## src/rtl/uart_tx_scheduler.sv

```systemverilog
// Round-robin scheduler that multiplexes byte requesters onto one UART
// transmitter. A grant holder may send a burst of bytes (up to MAX_BURST,
// or until its last byte); a holder that goes quiet for HOLD_CYCLES issue
// cycles loses the grant.
module uart_tx_scheduler #(
  parameter int NUM_REQ     = 4,
  parameter int MAX_BURST   = 16,
  parameter int HOLD_CYCLES = 16
) (
  input  logic                 clock,
  input  logic                 reset_n,
  input  logic [NUM_REQ-1:0]   req_valid,
  input  logic [8*NUM_REQ-1:0] req_data,
  input  logic [NUM_REQ-1:0]   req_last,
  output logic [NUM_REQ-1:0]   req_ready,
  output logic [1:0]           grant_id,
  output logic                 busy,
  output logic [7:0]           tx_byte,
  output logic                 tx_write_trigger,
  input  logic                 tx_ready
);

  typedef enum logic [2:0] {IDLE, ISSUE, TRIG, WAIT_BUSY, WAIT_IDLE} state_e;

  state_e      state_q, state_d;
  logic [1:0]  rr_q, rr_d;
  logic [1:0]  grant_q, grant_d;
  logic [7:0]  burst_q, burst_d;
  logic [7:0]  hold_q, hold_d;
  logic [7:0]  byte_q, byte_d;
  logic        last_q, last_d;

  // Requester vectors widened to the 4-requester maximum so the grant index
  // (always 2 bits) selects without width juggling.
  logic [3:0]  valid_pad, last_pad, ready_pad;
  logic [31:0] data_pad;

  logic [1:0]  pick;
  logic        found;
  logic        release_now;
  int          cand_sum;

  assign valid_pad = 4'(req_valid);
  assign last_pad  = 4'(req_last);
  assign data_pad  = 32'(req_data);

  assign req_ready = ready_pad[NUM_REQ-1:0];
  assign grant_id  = grant_q;
  assign busy      = (state_q != IDLE);
  assign tx_byte   = byte_q;

  // Counters stop at 0xFF instead of wrapping.
  function automatic logic [7:0] sat_inc(input logic [7:0] v);
    return (v == 8'hFF) ? v : v + 8'd1;
  endfunction

  // Next round-robin start point after the given holder.
  function automatic logic [1:0] wrap_inc(input logic [1:0] v);
    if (int'(v) + 1 >= NUM_REQ) return 2'd0;
    return v + 2'd1;
  endfunction

  // Round-robin search: first valid requester at or above rr_q, wrapping.
  always_comb begin
    found    = 1'b0;
    pick     = rr_q;
    cand_sum = 0;
    for (int k = 0; k < NUM_REQ; k++) begin
      cand_sum = int'(rr_q) + k;
      if (cand_sum >= NUM_REQ) cand_sum = cand_sum - NUM_REQ;
      if (!found && valid_pad[cand_sum[1:0]]) begin
        found = 1'b1;
        pick  = cand_sum[1:0];
      end
    end
  end

  // Next-state and output decode for the grant/transmit sequence.
  always_comb begin
    state_d          = state_q;
    rr_d             = rr_q;
    grant_d          = grant_q;
    burst_d          = burst_q;
    hold_d           = hold_q;
    byte_d           = byte_q;
    last_d           = last_q;
    ready_pad        = 4'b0000;
    tx_write_trigger = 1'b0;
    release_now      = 1'b0;
    case (state_q)
      IDLE: begin
        if (tx_ready && found) begin
          grant_d = pick;
          burst_d = 8'd0;
          hold_d  = 8'd0;
          state_d = ISSUE;
        end
      end
      ISSUE: begin
        ready_pad[grant_q] = tx_ready;
        if (tx_ready && valid_pad[grant_q]) begin
          byte_d  = data_pad[{grant_q, 3'b000} +: 8];
          last_d  = last_pad[grant_q];
          burst_d = sat_inc(burst_q);
          hold_d  = 8'd0;
          state_d = TRIG;
        end else if (!valid_pad[grant_q]) begin
          // Holder went quiet: count idle issue cycles, abort on the limit.
          hold_d = sat_inc(hold_q);
          if (sat_inc(hold_q) == 8'(HOLD_CYCLES)) release_now = 1'b1;
        end
      end
      TRIG: begin
        tx_write_trigger = 1'b1;
        state_d          = WAIT_BUSY;
      end
      WAIT_BUSY: begin
        if (!tx_ready) state_d = WAIT_IDLE;
      end
      WAIT_IDLE: begin
        if (tx_ready) begin
          if (last_q || burst_q == 8'(MAX_BURST)) release_now = 1'b1;
          else                                     state_d     = ISSUE;
        end
      end
      default: state_d = IDLE;
    endcase
    if (release_now) begin
      rr_d    = wrap_inc(grant_q);
      grant_d = 2'd0;
      state_d = IDLE;
    end
  end

  // State and datapath registers; reset abandons any in-flight byte.
  always_ff @(posedge clock or negedge reset_n) begin
    if (!reset_n) begin
      state_q <= IDLE;
      rr_q    <= 2'd0;
      grant_q <= 2'd0;
      burst_q <= 8'd0;
      hold_q  <= 8'd0;
      byte_q  <= 8'h00;
      last_q  <= 1'b0;
    end else begin
      state_q <= state_d;
      rr_q    <= rr_d;
      grant_q <= grant_d;
      burst_q <= burst_d;
      hold_q  <= hold_d;
      byte_q  <= byte_d;
      last_q  <= last_d;
    end
  end

endmodule

```

## config.mk

```make
export PLATFORM = sky130hd
export DESIGN_NAME = uart_tx_scheduler
export DESIGN_NICKNAME = d
export VERILOG_FILES = /design/src/rtl/uart_tx_scheduler.sv
export SDC_FILE = /design/constraint.sdc
export NUM_CORES = 1
export LEC_CHECK = 0
export BUFFER_PORTS_ARGS = -buffer_cell sky130_fd_sc_hd__buf_2
export CAP_MARGIN = 30
export CORE_UTILIZATION = 45
export DETAILED_ROUTE_END_ITERATION = 10
export MAX_ROUTING_LAYER = met4
export PLACE_DENSITY = 0.71
export SLEW_MARGIN = 20
export SYNTH_ARGS = -nofsm -noshare
export SYNTH_HDL_FRONTEND = slang
export SYNTH_SLANG_ARGS = --single-unit
```

## constraint.sdc

```tcl
create_clock -name clock -period 2.25 [get_ports clock]
set_clock_uncertainty 0.05 [all_clocks]
set_input_delay 0.1125 -clock clock [delete_from_list [all_inputs] [get_ports clock]]
set_output_delay 0.1125 -clock clock [all_outputs]
set_load 0.02 [all_outputs]
```

==> metrics list <==
- Power spread over the standard cell area amounts to between 1000 and 1500 mW/mm^2.
- Synth Instances: ~220
- For this run, the slowest stage of the critical path takes around 0.5 ns.
* Net Count, Synth: roughly 270
- Start point of the worst hold path: tx_ready
- Cells taking the most area after synthesis: dfrtp_1 38%, mux4_2 9.6%, mux2_2 5.3%, a21oi_1 4.3%, ha_1 4.1%
- Yosys warning count: 0
- Final Cell Area: around 0.0027 mm^2
- Total power for the finished layout comes to 0.00287 W.
- The cell family contributing the most delay on the critical path is multiplexers.
- The die covers 0.00498 mm^2.
- TritonCTS built the clock tree.
- The number of clock buffers added by TritonCTS is 5.
* Worst-path cell with the longest stage delay: mux4_2
- STA classifies the critical path startpoint as a flip-flop.
- Fraction of power consumed by sequential logic: 29.6%
- Setup Buffers After CTS: 0
* Worst supply voltage drop on vdd: about 0.63 mV
- Largest area contributor in the netlist: dfrtp_1
* List of cells traversed by the critical path: mux4_2, or4_1, a21oi_2, a21oi_4, mux2_1
- Number of iterations in the first detailed-routing pass: 4
- Across the run, the number of max-cap violations was 0.
* Clock power share: approximately a fifth
* Actual transition at the worst max-transition pin: between 0.7 and 0.8 ns
* Global routing usage summed across all routing layers: a little over a fifth
- Crit path launch: grant_id[0]$_DFFE_PN0P_
- In this run the worst path has a maximum fanout of 4.
* Post-synthesis register bit count: 32
- Number of failing hold endpoints at the final stage: 0
* Routed length per instance: ~14 um
- Master cell of the clock root buffer: clkbuf_8
* Cell area after synthesis: around 0.0021 mm^2
- In this run, the number of DRC markers left after iteration 0 of detailed routing was 147.
* Worst-Skew Late Latency: between 0.2 and 0.3 ns
- Together, buffers and inverters on the worst path number 0.
- Final number of setup-violating endpoints: 0
- Share of layout cells above drive strength 1: a little under two fifths
- Crit. End Element: flip-flop
- The worst path uses 94.8% of the clock period.
* Vias: 1927
- Total count of max-transition violations in the final report: 0
- The core region is 0.00444 mm^2.
- The H-tree was split into 2 levels.
- Entering global routing, the biggest net connects 33 pins.
- Proportion of synthesized flip-flops having asynchronous set or reset: between 90% and 100%
- Each instance of the synthesized netlist takes up on average between 9 and 10 um^2.
* Source of the worst register-to-register timing path: grant_id[0]$_DFFE_PN0P_
- P_leak: about 1.2 nW
* Wire length of the first global-routing pass: 8070 um
- Util after Layout: 60.0%
- Switching power share of the total: between 30% and 40%
- Compared with the post-synthesis result, the final layout area differs by 26.2%.
- For this run, design rule violations remaining after detail routing come to 0.
- Top flip-flop cell by instance count after synthesis: dfrtp_1
- I/O pin cnt: 59
- By startpoint and endpoint, the worst setup path is classified as reg2reg.
- At the end of routability-driven placement, the weighted congestion stood at roughly 0.85.
- Worst min path class: in2reg
- Total number of placement rows: 24
- Place WS: 0.114 ns
- In this run the power spent charging and discharging nets is 0.00113 W.
- Number of flops mapped to enable cells by yosys: 0
- Pint: 0.00174 W
- For the finished layout, the period the worst path requires is around 2.1 ns.
- At the end of the flow, the number of nets in the layout was between 300 and 400.
- Clock edge transition at the registers on the reported setup and hold paths: about 0.070 ns
* Post-layout worst setup margin: ~0.12 ns
- Worst Path Required: 2.37 ns
* Post-Route WL: about 4700 um
* Initial Util: a little under half
- Outcome: complete, no violations
- In this run the tool buffered the top-level ports with 58 buffer cells.
* RSZ-0062 raised after global routing: no
- Aggregate global routing overflow: 0
- Based on the critical path, the design can be clocked at up to roughly 470 MHz.
- Worst-case headroom to the max-slew limit: between 50% and 60%
- Number of antenna-violating nets in the routed design: 0
- Across all hold checks on the routed design, the worst slack comes to ~0.035 ns.
- The share of total power dissipated in combinational logic is approximately half.
- Antenna violations before repair: 0
- Yosys top cell area share: 37.9%
- The clock drives 32 sinks.
- Number of unique standard cell types used by synthesis: 46
- Maximum clock insertion buffer count: 2
- Number of global-route vias before repair: roughly 1900
- Y dimension of the die: just over 70 um
- Most frequent cells in the layout: 58 x buf_2, 31 x dfrtp_1, 19 x nor2_1
- Portion of the post-synthesis area used by sequential elements: between 30 and 40%
- The die is around 71 um wide.
* Area after DPL: between 0.002 and 0.003 mm^2
- STA puts the critical path data arrival time at approximately 2.3 ns.
- Using the TritonRoute via totals, the vias-per-cell ratio works out to 5.70.
- 0 antenna diodes ended up in the layout.
- Leaving out fill and tap cells, the most frequent cell in the layout is buf_2.
- Sum of net half-perimeters after detailed placement: 3490 um
Yosys cell counts, drive strengths merged (3+ instances only):
cell type / number
nor2: 19
dfrtp: 32
clkbuf: 7
mux4: 10
a21oi: 20
mux2: 12
nand2: 17
buf: 3
inv: 11
o31ai: 3
nor2b: 3
nand4: 6
and2: 6
nor4: 3
nand3: 4
a31oi: 4
ha: 7
xor2: 7
o21ai: 7
nor3: 4
layout make-up:
class / instances / area [um^2]
clock inverters: 3 / 42.5
multi-input cells: 162 / 1240
inverters: 11 / 41.3
repair buffers: 73 / 405
fillers: 378 / 1780
flip-flops and latches: 32 / 802
well taps: 52 / 65.1
clock buffers: 5 / 68.8
cell families (layout without fill, tap and decap cells):
| family | after synthesis | in the layout | synth area share, % |
|---|---|---|---|
| AND/OR/NAND/NOR | 78 | 78 | 19.5 |
| multiplexers | 24 | 24 | 18.2 |
| AO/OA/AOI/OAI | 45 | 45 | 13.2 |
| flip-flops | 32 | 32 | 37.9 |
| buffers and inverters | 21 | 92 | 3.85 |
| adder cells (fa/ha/maj) | 7 | 7 | 4.14 |
| XOR/XNOR | 8 | 8 | 3.31 |
power by group through the flow:
stage               clock, W  combinational [W]  sequential [W]
floorplan                  0           0.000887        0.000973
global placement           0            0.00143        0.000845
detailed placement         0            0.00146        0.000855
CTS                 0.000566            0.00147        0.000847
global route        0.000590            0.00162        0.000875
finish              0.000552            0.00147        0.000851
stage by stage:
step	instances	TNS, ns
after floorplan	215	-0.0882
after global placement	329	0
after detailed placement	329	0
after CTS	338	0
after global routing	338	0
final	338	0
layer usage:
metal,GRT usage [%],wire length [um],vias up
met4,7.78,74,0
met1,27.5,2170,921
met5,-,0,-
li1,-,-,927
met2,32.6,2160,72
met3,4.70,280,7
sequential cells by signal (all words and copies together), names as in the netlist:
| signal | count |
|---|---|
| burst_q | 8 |
| hold_q | 8 |
| tx_byte | 8 |
| state_q | 3 |
| grant_id | 2 |
| rr_q | 2 |
| last_q | 1 |
worst paths after layout:
path / endpoint / slack [ns] / depth (start not counted)
setup / recovery: rr_q[1]$_DFFE_PN0P_ / 0.12 / 5
hold reg to reg: tx_byte[7]$_DFFE_PN0P_ / 0.46 / 1
hold / removal: state_q[2]$_DFFE_PN0P_ / 0.03 / 2
setup reg to reg: rr_q[1]$_DFFE_PN0P_ / 0.12 / 5
min in group asynchronous: hold_q[3]$_DFFE_PN0P_ / 0.38 / 2
max in group asynchronous: grant_id[0]$_DFFE_PN0P_ / 1.27 / 2
timing repair:
action | 4_1_cts | 5_1_grt
hold buffers | 1 | 0
resized for setup | 0 | 2
hold endpoints to repair | 32 | 0
endpoints found under the setup margin | 0 | 2
Note: power is estimated with default switching activity, not from simulation.
